### src/rtl/exc_pkg.sv
// Shared types and constants for the exception controller: FSM states,
// MIPS ExcCode values and CP0 register addresses ({cs,sel}).
package exc_pkg;

  typedef enum logic [2:0] {
    S_IDLE,
    S_DRAIN,
    S_WR_EPC,
    S_WR_CAUSE,
    S_WR_STATUS,
    S_REDIRECT
  } state_t;

  localparam logic [4:0] EXC_INT = 5'd0;
  localparam logic [4:0] EXC_SYS = 5'd8;
  localparam logic [4:0] EXC_BP  = 5'd9;
  localparam logic [4:0] EXC_OV  = 5'd12;

  localparam logic [7:0] CP0_STATUS = 8'd96;
  localparam logic [7:0] CP0_CAUSE  = 8'd104;
  localparam logic [7:0] CP0_EPC    = 8'd112;

endpackage

### src/rtl/exc_prio_enc.sv
// Fixed-priority encoder: masked request bits -> {valid, ExcCode}.
// Priority: interrupt > overflow > syscall > break.
module exc_prio_enc
  import exc_pkg::*;
(
  input  logic [3:0] req,
  output logic       valid,
  output logic [4:0] code
);

  always_comb begin
    valid = 1'b1;
    code  = EXC_INT;
    if (req[0])      code = EXC_INT;
    else if (req[1]) code = EXC_OV;
    else if (req[2]) code = EXC_SYS;
    else if (req[3]) code = EXC_BP;
    else             valid = 1'b0;
  end

endmodule

### src/rtl/exc_ctrl.sv
// Exception / ERET sequencer: drains the pipe, writes EPC/Cause/Status over
// the CP0 port, then redirects the PC. Interrupts only with EXC_CTRL_IRQ_EN.
module exc_ctrl
  import exc_pkg::*;
#(
  parameter logic [29:0] HANDLER_PC   = 30'h0000_0400,
  parameter int          DRAIN_CYCLES = 2
) (
  input  logic        clk,
  input  logic        rst,
  input  logic [3:0]  exc_req,
  input  logic        eret_req,
  input  logic [29:0] exc_pc,
  input  logic [31:0] status_in,
  input  logic [31:0] epc_in,
  output logic        stall,
  output logic        flush,
  output logic        cp0_we,
  output logic [7:0]  cp0_waddr,
  output logic [31:0] cp0_wdata,
  output logic        redirect_valid,
  output logic [29:0] redirect_pc,
  output logic        busy
);

  localparam logic [3:0] DRAIN_LOAD = 4'(DRAIN_CYCLES - 1);

  state_t      state, state_nx;
  logic [3:0]  cnt;
  logic [4:0]  code_q;
  logic [29:0] pc_q;
  logic [31:0] status_q;
  logic [29:0] epc_q;
  logic        eret_q;

  logic       ie, exl, irq, exc_valid, eret_ok, take;
  logic [3:0] req_m;
  logic [4:0] exc_code;
  logic       unused_bits;

  assign ie  = status_in[0];
  assign exl = status_in[1];

`ifdef EXC_CTRL_IRQ_EN
  assign irq = exc_req[0] & ie & ~exl;
`else
  assign irq = 1'b0;
`endif

  assign unused_bits = ^{epc_in[1:0], exc_req[0], ie};

  // EXL masks every source; with EXL=1 only an ERET can be taken.
  assign req_m   = {exc_req[3:1] & {3{~exl}}, irq};
  assign eret_ok = eret_req & exl;
  assign take    = (state == S_IDLE) & (exc_valid | eret_ok);

  exc_prio_enc u_enc (
    .req   (req_m),
    .valid (exc_valid),
    .code  (exc_code)
  );

  always_ff @(posedge clk) begin
    if (rst) begin
      state    <= S_IDLE;
      cnt      <= '0;
      code_q   <= '0;
      pc_q     <= '0;
      status_q <= '0;
      epc_q    <= '0;
      eret_q   <= 1'b0;
    end else begin
      state <= state_nx;
      if (take) begin
        cnt      <= DRAIN_LOAD;
        code_q   <= exc_code;
        pc_q     <= exc_pc;
        status_q <= status_in;
        epc_q    <= epc_in[31:2];
        eret_q   <= ~exc_valid;
      end else if (state == S_DRAIN && cnt != 4'd0) begin
        cnt <= cnt - 4'd1;
      end
    end
  end

  // Outputs decode the state register and latches only (Moore).
  always_comb begin
    state_nx       = state;
    stall          = 1'b1;
    busy           = 1'b1;
    flush          = 1'b0;
    cp0_we         = 1'b0;
    cp0_waddr      = '0;
    cp0_wdata      = '0;
    redirect_valid = 1'b0;
    redirect_pc    = '0;
    case (state)
      S_IDLE: begin
        stall = 1'b0;
        busy  = 1'b0;
        if (take) state_nx = S_DRAIN;
      end
      S_DRAIN: begin
        flush = 1'b1;
        if (cnt == 4'd0) state_nx = eret_q ? S_WR_STATUS : S_WR_EPC;
      end
      S_WR_EPC: begin
        cp0_we    = 1'b1;
        cp0_waddr = CP0_EPC;
        cp0_wdata = {pc_q, 2'b00};
        state_nx  = S_WR_CAUSE;
      end
      S_WR_CAUSE: begin
        cp0_we    = 1'b1;
        cp0_waddr = CP0_CAUSE;
        cp0_wdata = {25'd0, code_q, 2'b00};
        state_nx  = S_WR_STATUS;
      end
      S_WR_STATUS: begin
        cp0_we    = 1'b1;
        cp0_waddr = CP0_STATUS;
        cp0_wdata = eret_q ? (status_q & ~32'h2) : (status_q | 32'h2);
        state_nx  = S_REDIRECT;
      end
      S_REDIRECT: begin
        redirect_valid = 1'b1;
        redirect_pc    = eret_q ? epc_q : HANDLER_PC;
        state_nx       = S_IDLE;
      end
      default: begin
        stall    = 1'b0;
        busy     = 1'b0;
        state_nx = S_IDLE;
      end
    endcase
  end

endmodule

### config.mk
export PLATFORM = sky130hd
export DESIGN_NAME = exc_ctrl
export DESIGN_NICKNAME = d
export VERILOG_FILES = /design/src/rtl/exc_pkg.sv /design/src/rtl/exc_prio_enc.sv /design/src/rtl/exc_ctrl.sv
export SDC_FILE = /design/constraint.sdc
export NUM_CORES = 1
export LEC_CHECK = 0
export ABC_AREA = 1
export BUFFER_PORTS_ARGS = -buffer_cell sky130_fd_sc_hd__buf_2
export CAP_MARGIN = 20
export CORE_MARGIN = 4
export CORE_UTILIZATION = 30
export CTS_BUF_LIST = sky130_fd_sc_hd__clkbuf_16
export DETAILED_ROUTE_END_ITERATION = 7
export MAX_ROUTING_LAYER = met4
export PLACE_DENSITY_LB_ADDON = 0.1
export REMOVE_ABC_BUFFERS = 1
export SETUP_SLACK_MARGIN = 0.15
export SYNTH_ARGS = -nofsm -noshare
export SYNTH_HDL_FRONTEND = slang
export SYNTH_SLANG_ARGS = --single-unit
### constraint.sdc
create_clock -name clk -period 1.2 [get_ports clk]
set_input_delay 0.12 -clock clk [delete_from_list [all_inputs] [get_ports clk]]
set_output_delay 0.12 -clock clk [all_outputs]
set_load 0.005 [all_outputs]
; ---- Yosys cells after proc, flatten, opt, wreduce, memory -nomap -nowiden
; Index checks and enable logic that the tools add are counted.
[classes]
reduce_logical = 9
bitwise_logic = 6
n_mux = 21
eq_ne = 7
addsub = 1
[ops]
columns = operator, count
row1 = $pmux 32 s3, 1
row2 = $mux 30, 2
row3 = $pmux 7 s3, 1
row4 = $pmux 3 s5, 1
row5 = $mux 5, 2
row6 = $mux 1, 9
row7 = $mux 3, 3
row8 = $eq 3x2->1 const B, 2
row9 = $eq 3x3->1 const B, 2
row10 = $reduce_or 5->1, 1
row11 = $logic_not 4->1, 1
row12 = $mux 4, 1
row13 = $reduce_bool 4->1, 1
row14 = $sub 4x1->4 const B, 1
row15 = $and 3x3->3, 1
row16 = $eq 3x1->1 const B, 1
row17 = $logic_not 3->1, 1
row18 = $reduce_or 3->1, 1
row19 = $and 1x1->1, 2
row20 = $mux 2, 1
row21 = $ne 2x1->1 const B, 1
row22 = $ne 2x2->1 const B, 1
row23 = $not 1->1, 2
row24 = $reduce_and 2->1, 1
row25 = 4 further kinds, 4
[totals]
register_bits = 105
out_inout_bits = 75
word_cells = 52

; ---- Logic depth before layout (Yosys ltp)
; Gate-level depths: netlist (run 1).
[logic_depth]
depth_word = 9
depth_mapped = 9
depth_no_buf = 8

; ---- Hierarchy
; Synthesis (run 1) repeated with hierarchy kept, for this count alone.
[unflattened]
hier_cells = 691
hier_area_um2 = 4583.1
[modules_own_cells]
columns = module, seq_area_each_um2, cells_per_inst, area_per_inst_um2, n_inst
row1 = exc_ctrl, 2082.0, 679, 4524.3, 1
row2 = exc_prio_enc, 0.0, 12, 58.8, 1

; ---- Worst setup path after synthesis (run 1)
; OpenSTA, ideal clock, no wires.
[synth_timing]
kind = register to output
from = register state[2]
to = output redirect_pc[18]
required_time_ns = 1.080
slack_ns = -0.204
path_stages_with_launch = 8
arrival_ns = 1.284
n_path_buf = 3
path_cell_list = dfxtp_1 -> buf_4 -> inv_2 -> nor3_1 -> inv_1 -> buf_2 -> buf_4 -> nor2_1
[synth_between]
elab_chain_cells = 2
[synth_rtl]
columns = element, line_no
row1 = "start, declared", exc_ctrl.sv:28  ; state_t state, state_nx;
row2 = "start signal, assigned", exc_ctrl.sv:73  ; state <= state_nx;
row3 = $eq 3x3->1, exc_ctrl.sv:98  ; case (state)
row4 = $mux 30, exc_ctrl.sv:98
row5 = "end, declared", exc_ctrl.sv:22  ; output logic [29:0] redirect_pc,
; Every way passes these cells.

; ---- Worst setup path in the final report (run 1)
[layout_timing]
from = register state[1]
to = register status_q[18]
[layout_between]
elab_chain_cells = 2
[layout_rtl]
columns = element, line_no
row1 = $logic_not 3->1, exc_ctrl.sv:55  ; assign take = (state == S_IDLE) & (exc_valid | eret_ok);
row2 = $and 1x1->1, exc_ctrl.sv:55
row3 = "end signal, assigned", exc_ctrl.sv:78  ; status_q <= status_in;
row4 = "end, declared", exc_ctrl.sv:32  ; logic [31:0] status_q;
; Every way passes these cells.
; A chain may end at the register's enable or synchronous reset.

==> reports/summary.txt, run 1 <==
Setup TNS: -60950 ps
Placement Rows: 47
Tcrit/Tclk final: 136%
ANT nets after route: 0
CTS root buffer: clkbuf_16
Leakage: 3.91 nW
Vias in the first global route: 5749
Final min period: 1630 ps
RSZ-0062 raised after global routing: true
Synthesized flop and latch total: 102
Initial drt markers: 193
Initial antenna violation count: 0
Layout cells sized above 1: 40.9%
Worst Setup Path Type: flip-flop to flip-flop
Die X: 139 um
CP startpoint kind: flip-flop
Maximum vdd drop: 0.000831 V
Synth Instances: 725
I/O Buffers: 168
Num CTS Buffers: 9
Die area: 19400 um2
Core Box Area: 16700 um2
Fin worst setup slack: -432 ps
Total routed wirelength: 18100 um
Count of cell types in the netlist: 25
FF-to-FF End: status_q[18]
First-pass iteration count of the detailed router: 4
Total GRT Usage: 18.8%
Vias/cell: 4.85
Post-synthesis sequential area ratio: 39.6%
H-Tree Depth: 3
Yosys Warn Count: 0
Final hold vios: 0
CP arrival: 1880 ps
Syn avg cell area: 7.12 um2
Crit path max fanout: 6
Syn-to-layout area delta: 64.9%
Total chip power: 14.1 mW
Via count: 5724
Nets@finish: 1059
CP required: 1450 ps
Outcome: finished, violations left
DP HPWL: 10800 um
Pin count of the biggest net entering global routing: 48
Hold/Removal Path Class: input pin to flip-flop
Final setup viols: 173
Routed len/inst: 15.3 um
Power Density: 1660 nW/um2
Max Slew Vio Count: 0
R2R setup slack: -430 ps
Global-route wire length before repair: 29300 um
Slowest CP cell: dfxtp_4
Critical path launch point: state[1]
Cell Area, Synth: 5160 um2
Longest Clk Path Bufs: 2
Congestion Overflow GR: 0
DRC viols: 0
Filler cells: 1588
FMAX: 613 MHz
RePlAce Congestion: 0.761
Failing checks: negative setup slack
Clk slew on worst S/H paths: 70 ps
Critical Path End: status_q[18]
Worst-Skew Late Latency: 350 ps
TritonCTS Sinks: 102
Slowest cell delay on critical path: 370 ps
Crit-path cells: nor2_4 > buf_6 > inv_4 > nor2_4 > buf_6 > buf_12 > buf_8 > buf_12 > buf_16 > nand3b_1 > nand2_1 > nor2_1
Worst R2R Start: state[1]
Initial core utilization: 30.9%
Max-cap viol count: 0
Clock skew: 5.06 ps
Chip height: 139 um
I/O pins: 176
Worst r2r path cells: 12
Nature of the critical path endpoint: flip-flop
CTS tree: done
N_diodes: 0
Dpl ws: -230 ps
registers in the layout, indices dropped and copies added (netlist names):
signal    flops
cnt           4
epc_q        30
state         3
code_q        3
eret_q        1
pc_q         30
status_q     31
report_power, final:
part	switching (mW)	total (mW)	internal, mW
clock network	1.36	3.17	1.81
registers	0.366	4.36	4.00
logic	2.79	6.58	3.79
total	4.52	14.1	9.60
critical path, delay by kind of cell (launching register included):
family | cells | cell delay [ps]
buffers and inverters | 7 | 720
DFF | 1 | 370
and+or+nand+nor | 5 | 420
kinds of logic after synthesis:
family                     share of synthesized area [%]
adders and majority gates                          0.242
and+or+nand+nor                                     36.3
other                                             0.0727
DFF                                                 39.6
buffers and inverters                               8.20
xor gates and xnor gates                           0.170
AOI/OAI and AO/OA                                   15.4
cells in the mapped netlist, drive strengths merged:
master	number	area, um2
a21oi	98	490
a32o	27	270
and3	1	6.26
buf	48	258
clkbuf	26	97.6
conb	1	3.75
dfxtp	102	2040
ha	1	12.5
inv	18	67.6
nand2	148	556
nand3	11	55.1
nand3b	92	691
nand4	1	6.26
nor2	141	544
nor3	1	5.00
nor4	1	6.26
o2111ai	1	8.76
o21ai	5	25.0
or2	1	6.26
xor2	1	8.76
what timing repair did:
action / 4_1_cts / 5_1_grt
cloned: 22 / 1
hold buffers: 1 / 0
gates resized for setup: 129 / 52
pin swaps: 73 / 34
hold endpoints to repair: 2 / 0
setup buffers: 37 / 5
setup endpoints to repair: 173 / 173
layer usage:
layer | part of all wire [%] | track usage [%] | vias to the layer above
met5 | 0 | - | -
met4 | 0.67 | 3.09 | 0
met3 | 5.9 | 5.21 | 11
met2 | 47 | 30.1 | 177
met1 | 46 | 24.4 | 2658
li1 | - | - | 2878
metrics by stage:
stage               hold slack (ps)  cell area, um2  util (%)  cells
floorplan                       192            4820         -    654
global placement                344            6610      39.6   1100
detailed placement              339            6610      39.6   1100
CTS                            53.0            8220      49.2   1175
global route                   63.5            8510      50.9   1181
finish                         68.9            8510      50.9   1181
cell usage in the layout (no fill, tap or decap), types with 2 or more instances in the layout:
cell type | Yosys | final
nand3_1 | 11 | 6
a32o_2 | 0 | 5
nand3_2 | 0 | 4
nand2_4 | 0 | 2
inv_4 | 0 | 6
o21ai_0 | 4 | 3
dfxtp_1 | 102 | 99
nor2_1 | 139 | 118
inv_2 | 3 | 2
nand3b_1 | 92 | 92
clkinvlp_4 | 0 | 3
inv_1 | 15 | 9
clkinv_2 | 0 | 2
a32o_1 | 27 | 22
buf_4 | 11 | 38
a21oi_1 | 98 | 67
buf_12 | 0 | 29
nand2_1 | 148 | 140
buf_6 | 0 | 30
bufinv_16 | 0 | 2
buf_2 | 29 | 165
buf_8 | 0 | 8
buf_16 | 0 | 20
a21oi_2 | 0 | 26
nor2_2 | 0 | 16
nand2_2 | 0 | 5
nor2_4 | 2 | 7
a21oi_4 | 0 | 5
dfxtp_4 | 0 | 3
conb_1 | 1 | 4
clkbuf_16 | 0 | 10
final cells by class:
class | instances | area (um2) | share of cell area (%)
Multi-Input combinational cell | 534 | 3050 | 35.8
Timing Repair Buffer | 292 | 2740 | 32.1
Sequential cell | 102 | 2050 | 24.1
Tap cell | 220 | 275 | 3.24
Clock buffer | 9 | 225 | 2.65
Clock inverter | 6 | 87.6 | 1.03
Inverter | 18 | 83.8 | 0.985
how the worst min path moves through the flow:
stage               startpoint        end  cells past startpoint
detailed placement         rst     cnt[0]                      2
CTS                 exc_req[2]  code_q[0]                      4
finish              exc_req[2]  code_q[0]                      4
global placement           rst     cnt[0]                      2
floorplan                  rst     cnt[0]                      1
global route        epc_in[15]  epc_q[13]                      4
Note: power is estimated with default switching activity, not from simulation.
==> run 2, diff against run 1 <==
- GPL_TIMING_DRIVEN: not set -> 0
- SYNTH_HIERARCHICAL: not set -> 1
==> reports/summary.txt, run 2 <==
Slowest CP cell: dfxtp_4 (unchanged)
Cell Area, Synth: 4580 um2 (was 5160 um2)
Die X: 132 um (was 139 um)
Max Slew Vio Count: 0 (unchanged)
Initial drt markers: 201 (was 193)
Die area: 17300 um2 (was 19400 um2)
Synthesized flop and latch total: 104 (was 102)
CP startpoint kind: flip-flop (unchanged)
Commonest non-fill, non-tap cell in the layout: nor2_1 (was buf_2)
Total routed wirelength: 19300 um (was 18100 um)
CTS root buffer: clkbuf_16 (unchanged)
Most frequent cells in the layout: nor2_1 (187), buf_2 (166), nand2_1 (105) (was buf_2 (165), nand2_1 (140), nor2_1 (118))
Nets@finish: 1003 (was 1059)
Hold/Removal Path Class: input pin to flip-flop (unchanged)
RSZ-0062 raised after global routing: true (unchanged)
I/O Buffers: 168 (unchanged)
Failing checks: negative hold slack, negative setup slack (was negative setup slack)
Final Util: 50.6% (was 50.9%)
Via count: 5276 (was 5724)
Yosys Warn Count: 6 (was 0)
Initial antenna violation count: 0 (unchanged)
Vias in the first global route: 4857 (was 5749)
Worst hold slack: -4.52 ps (was 68.9 ps)
Top post-synthesis cells by area: dfxtp_1 (45%), nor2_1 (20%), o21ai_0 (10%) (was dfxtp_1 (40%), nand3b_1 (13%), nand2_1 (11%))
Placement Rows: 44 (was 47)
Layout Cells excl Fill: 1090 (was 1181)
Final min period: 1700 ps (was 1630 ps)
Largest registers: status_q (31), epc_q (30), pc_q (30) (unchanged)
Slowest cell delay on critical path: 390 ps (was 370 ps)
Worst-Skew Late Latency: 350 ps (about the same)
Chip height: 132 um (was 139 um)
Final hold vios: 1 (was 0)
H-Tree Depth: 3 (unchanged)
Vias/cell: 4.84 (was 4.85)
Maximum vdd drop: 0.000758 V (was 0.000831 V)
Syn-to-layout area delta: 62.9% (was 64.9%)
Dominant synthesized flop cell: dfxtp_1 (unchanged)
Setup TNS: -49040 ps (was -60950 ps)
I/O pins: 176 (unchanged)
Largest register FFs: 31 (unchanged)
Post-synth EDFFs: 0 (unchanged)
DRC viols: 0 (unchanged)
Congestion Overflow GR: 0 (unchanged)
Biggest register: status_q (unchanged)
Count of cell types in the netlist: 21 (was 25)
Total chip power: 13.7 mW (was 14.1 mW)
Fin worst setup slack: -504 ps (was -432 ps)
CP arrival: 1580 ps (was 1880 ps)
DP HPWL: 8630 um (was 10800 um)
Core Box Area: 14800 um2 (was 16700 um2)
Num CTS Buffers: 9 (unchanged)
Power Density: 1840 nW/um2 (was 1660 nW/um2)
Async S/R FF share, synth: 0% (unchanged)
Longest Clk Path Bufs: 2 (unchanged)
Global-route wire length before repair: 25600 um (was 29300 um)
Syn avg cell area: 6.63 um2 (was 7.12 um2)
Most frequent cell after synthesis: nor2_1 (was nand2_1)
CTS tree: done (unchanged)
Clock skew: 5.46 ps (was 5.06 ps)
Worst slew pin tran: 622 ps
CP required: 1080 ps (was 1450 ps)
TritonCTS Sinks: 104 (was 102)
Layout cells sized above 1: 43.5% (was 40.9%)
N_diodes: 0 (unchanged)
Worst Setup Path Type: flip-flop to output port (was flip-flop to flip-flop)
ANT nets after route: 0 (unchanged)
Synth Instances: 691 (was 725)
Top cell type's share of synthesized area: 45.4% (was 39.6%)
Post-synth top cells: nor2_1 (240), nand2_1 (112), dfxtp_1 (104) (was nand2_1 (148), nor2_1 (139), dfxtp_1 (102))
RePlAce Congestion: 0.806 (was 0.761)
Total GRT Usage: 18.9% (was 18.8%)
Crit-path cells: inv_2 > nand2_2 > nor2_4 > buf_12 > clkinvlp_4 > buf_6 > nor2_1 > buf_2 (was nor2_4 > buf_6 > inv_4 > nor2_4 > buf_6 > buf_12 > buf_8 > buf_12 > buf_16 > nand3b_1 > nand2_1 > nor2_1)
Pin count of the biggest net entering global routing: 52 (was 48)
Max-cap viol count: 0 (unchanged)
Routed len/inst: 17.7 um (was 15.3 um)
First-pass iteration count of the detailed router: 4 (unchanged)
Footprint of the multi-input gates: 2900 um2 (was 3050 um2)
Leakage: 3.51 nW (was 3.91 nW)
Post-synthesis sequential area ratio: 45.4% (was 39.6%)
FMAX: 587 MHz (was 613 MHz)
Initial core utilization: 31.1% (was 30.9%)
Filler cells: 1487 (was 1588)
Outcome: finished, violations left (unchanged)
Crit path max fanout: 6 (unchanged)
Nature of the critical path endpoint: output port (was flip-flop)
Slew HR: 58.5%
Clk slew on worst S/H paths: 70 ps (about the same)
Reg area: 2090 um2 (was 2050 um2)
Final setup viols: 175 (was 173)
Tcrit/Tclk final: 142% (was 136%)
Placed Instances: 999 (was 1100)
Largest area contributor in the netlist: dfxtp_1 (unchanged)
==> run 2: repair_timing <==
action,in CTS,in global routing
setup endpoints to repair,175,175
setup buffers,21,21
pin swaps,9,20
hold buffers,4,0
resized for setup,71,232
gates cloned,8,21
hold endpoints to repair,3,0
==> run 2: logic make-up (layout without fill, tap and decap cells) <==
family	Yosys count	in the layout	synth area share (%)
and+or+nand+nor	399	413	34.5
AOI/OAI and AO/OA	108	108	11.8
DFF	104	104	45.4
buffers and inverters	76	269	7.62
other	2	10	0.164
adders and majority gates	1	1	0.273
xor gates and xnor gates	1	1	0.191
==> run 2: cell type report <==
type                            count  area share (%)
Clock inverter                      7           0.738
Inverter                           20            1.66
Multi-Input combinational cell    533            38.9
Clock buffer                        9            3.02
Timing Repair inverter              4           0.872
Tap cell                          184            3.08
Timing Repair Buffer              229            23.7
Sequential cell                   104            28.1
==> run 2: final timing paths <==
| check | startpoint | end | slack (ps) | cells after the start |
|---|---|---|---|---|
| worst max-delay path | state[1] | redirect_pc[9] | -500 | 8 |
| worst min-delay path | exc_pc[13] | pc_q[13] | -5 | 3 |
| worst max register to register | state[1] | state[0] | -250 | 7 |
| worst min register to register | epc_q[10] | epc_q[10] | 480 | 2 |
==> run 2: routing by layer <==
layer  up-vias  track usage (%)  share of wire, %
li1       2622                -                 -
met1      2440             23.0                44
met2       186             30.6                47
met3        28             5.05               6.7
met4         0             6.36               1.9
met5         -                -                 0
==> run 2: metrics by stage <==
step | cell area (um2) | setup slack (ps) | hold WS [ps]
floorplan | 4340 | -1390 | 192
global placement | 5410 | -2980 | 357
detailed placement | 5520 | -2360 | 362
CTS | 6300 | -497 | 2.65
global route | 7460 | -564 | 5.06
finish | 7460 | -504 | -4.52
==> run 2: power by group <==
part / internal, mW / total [mW] / switching (mW)
clock network: 1.58 / 2.88 / 1.30
registers: 4.25 / 4.75 / 0.498
logic: 2.60 / 6.10 / 3.50
==> run 2: critical path, delay by kind of cell (launching register included) <==
family	cells	cell delay, ps
buf+inv	5	540
flops	1	390
simple gates	3	290
==> run 3, diff against run 2 <==
- RECOVER_POWER: not set -> 50
- SLEW_MARGIN: not set -> 20
==> reports/summary.txt, run 3 (synthesis gave the netlist of run 2 again) <==
First-pass iteration count of the detailed router: 4 (unchanged)
I/O pins: 176 (unchanged)
Chip height: 132 um (unchanged)
Initial core utilization: 31.1% (unchanged)
Vias/cell: 4.79 (was 4.84)
Num CTS Buffers: 9 (unchanged)
Placement Rows: 44 (unchanged)
FMAX: 577 MHz (was 587 MHz)
Routed len/inst: 17.0 um (was 17.7 um)
CTS root buffer: clkbuf_16 (unchanged)
Die area: 17300 um2 (unchanged)
Critical Path End: redirect_pc[20] (was redirect_pc[9])
Initial drt markers: 264 (was 201)
Critical path launch point: state[2] (was state[1])
Total routed wirelength: 18200 um (was 19300 um)
Via count: 5118 (was 5276)
DP HPWL: 8450 um (was 8630 um)
Filler cells: 1530 (was 1487)
CP required: 1080 ps (about the same)
Core Box Area: 14800 um2 (unchanged)
Dpl ws: -2400 ps (was -2360 ps)
TritonCTS Sinks: 104 (unchanged)
Clk slew on worst S/H paths: 70 ps (about the same)
Worst R2R Start: state[0] (was state[1])
Power Density: 1900 nW/um2 (was 1840 nW/um2)
Nets@finish: 982 (was 1003)
Layout cells sized above 1: 33.8% (was 43.5%)
FF-to-FF End: pc_q[12] (was state[0])
Final min period: 1730 ps (was 1700 ps)
CTS hold repair buffers: 0 (was 4)
I/O Buffers: 168 (unchanged)
CP arrival: 1610 ps (was 1580 ps)
ANT nets after route: 0 (unchanged)
Total chip power: 13.1 mW (was 13.7 mW)
Final setup viols: 175 (unchanged)
Outcome: finished, violations left (unchanged)
Tcrit/Tclk final: 144% (was 142%)
H-Tree Depth: 3 (unchanged)
Hold/Removal Path Class: input pin to flip-flop (unchanged)
Max Slew Vio Count: 0 (unchanged)
DRC viols: 0 (unchanged)
Biggest register: status_q (unchanged)
Most frequent cells in the layout: nor2_1 (197), buf_2 (168), nand2_1 (109) (was nor2_1 (187), buf_2 (166), nand2_1 (105))
Nature of the critical path endpoint: output port (unchanged)
CTS tree: done (unchanged)
Pin count of the biggest net entering global routing: 99 (was 52)
Die X: 132 um (unchanged)
Vias in the first global route: 4857 (unchanged)
Initial antenna violation count: 0 (unchanged)
Commonest non-fill, non-tap cell in the layout: nor2_1 (unchanged)
Worst slew pin tran: 873 ps (was 622 ps)
Longest Clk Path Bufs: 2 (unchanged)
Largest register FFs: 31 (unchanged)
Maximum vdd drop: 0.000725 V (was 0.000758 V)
Clock skew: 7.82 ps (was 5.46 ps)
Worst-Skew Late Latency: 350 ps (about the same)
N_diodes: 0 (unchanged)
Slew HR: 41.8% (was 58.5%)
Worst Setup Path Type: flip-flop to output port (unchanged)
Failing checks: negative setup slack (was negative hold slack, negative setup slack)
CP startpoint kind: flip-flop (unchanged)
Global-route wire length before repair: 26200 um (was 25600 um)
Total GRT Usage: 19.6% (was 18.9%)
R2R setup slack: -420 ps (was -250 ps)
Fin worst setup slack: -533 ps (was -504 ps)
Leakage: 3.31 nW (was 3.51 nW)
RSZ-0062 raised after global routing: true (unchanged)
Max-cap viol count: 0 (unchanged)
Worst r2r path cells: 6 (was 7)
Syn-to-layout area delta: 50.4% (was 62.9%)
Congestion Overflow GR: 0 (unchanged)
Crit path max fanout: 9 (was 6)
Largest registers: status_q (31), epc_q (30), pc_q (30) (unchanged)
RePlAce Congestion: 0.806 (unchanged)
Final hold vios: 0 (was 1)
[run 3: cell types whose count changed in the layout (fill, tap and decap cells not counted), sizes merged]
cell / delta
clkinv: -2
buf: -11
clkinvlp: -1
bufinv: +1
clkbuf: -1
inv: +1
dlygate4sd3: -4
nand3: -4
[run 3: power breakdown]
| part | internal (mW) | total (mW) | switching [mW] | leakage [nW] |
|---|---|---|---|---|
| Clock | 1.79 | 3.09 | 1.30 | 0.155 |
| Sequential | 4.25 | 4.76 | 0.514 | 0.866 |
| Combinational | 2.27 | 5.23 | 2.96 | 2.29 |
| Total | 8.32 | 13.1 | 4.78 | 3.31 |
[run 3: worst min path at each step]
stage	from	end	slack [ps]	depth (start not counted)
after floorplan	rst	state[2]	190	1
after CTS	status_in[15]	status_q[15]	2	3
final	exc_pc[23]	pc_q[23]	5	3
after global routing	rst	state[2]	7	2
after global placement	status_in[14]	status_q[14]	360	3
after detailed placement	status_in[19]	status_q[19]	370	3
[run 3: metal layers]
metal	part of all wire (%)	global-route usage [%]	wire, um
met2	46	32.7	8440
met4	1.7	5.54	306
met5	0	-	0
met3	6.4	4.59	1160
met1	46	23.8	8320
[run 3: critical path, stage by stage (launching register included)]
cell and delay [ps]:
dfxtp_4 370, buf_16 120, nand2_4 60, nor2_4 160, buf_12 130, clkinvlp_4 80, buf_6 140, nor2_1 80
buf_2 120
[run 3: layout make-up]
class	instances	area (um2)	area share (%)
Multi-Input combinational cell	529	2520	36.6
Sequential cell	104	2100	30.4
Timing Repair Buffer	213	1560	22.7
Tap cell	184	230	3.34
Clock buffer	9	225	3.27
Inverter	20	123	1.78
Clock inverter	7	78.8	1.14
Timing Repair inverter	3	53.8	0.781
[run 3: through the flow]
step           hold WS, ps  util (%)  area [um2]  TNS (ps)  cells
6_report              5.48      46.7        6890    -63810   1069
5_1_grt               7.45      46.7        6890    -75110   1069
4_1_cts               2.20      43.5        6410    -62420   1049
3_5_place_dp           368      37.1        5470   -278520    997
3_3_place_gp           357      36.7        5410   -409340    995
2_1_floorplan          192         -        4340   -175350    643
[run 3: timing repair]
action                     in CTS  in global routing
gates resized for setup        67                 66
setup endpoints to repair     175                175
pin swaps                       6                 28
setup buffers                  23                 11
gates cloned                   13                  9
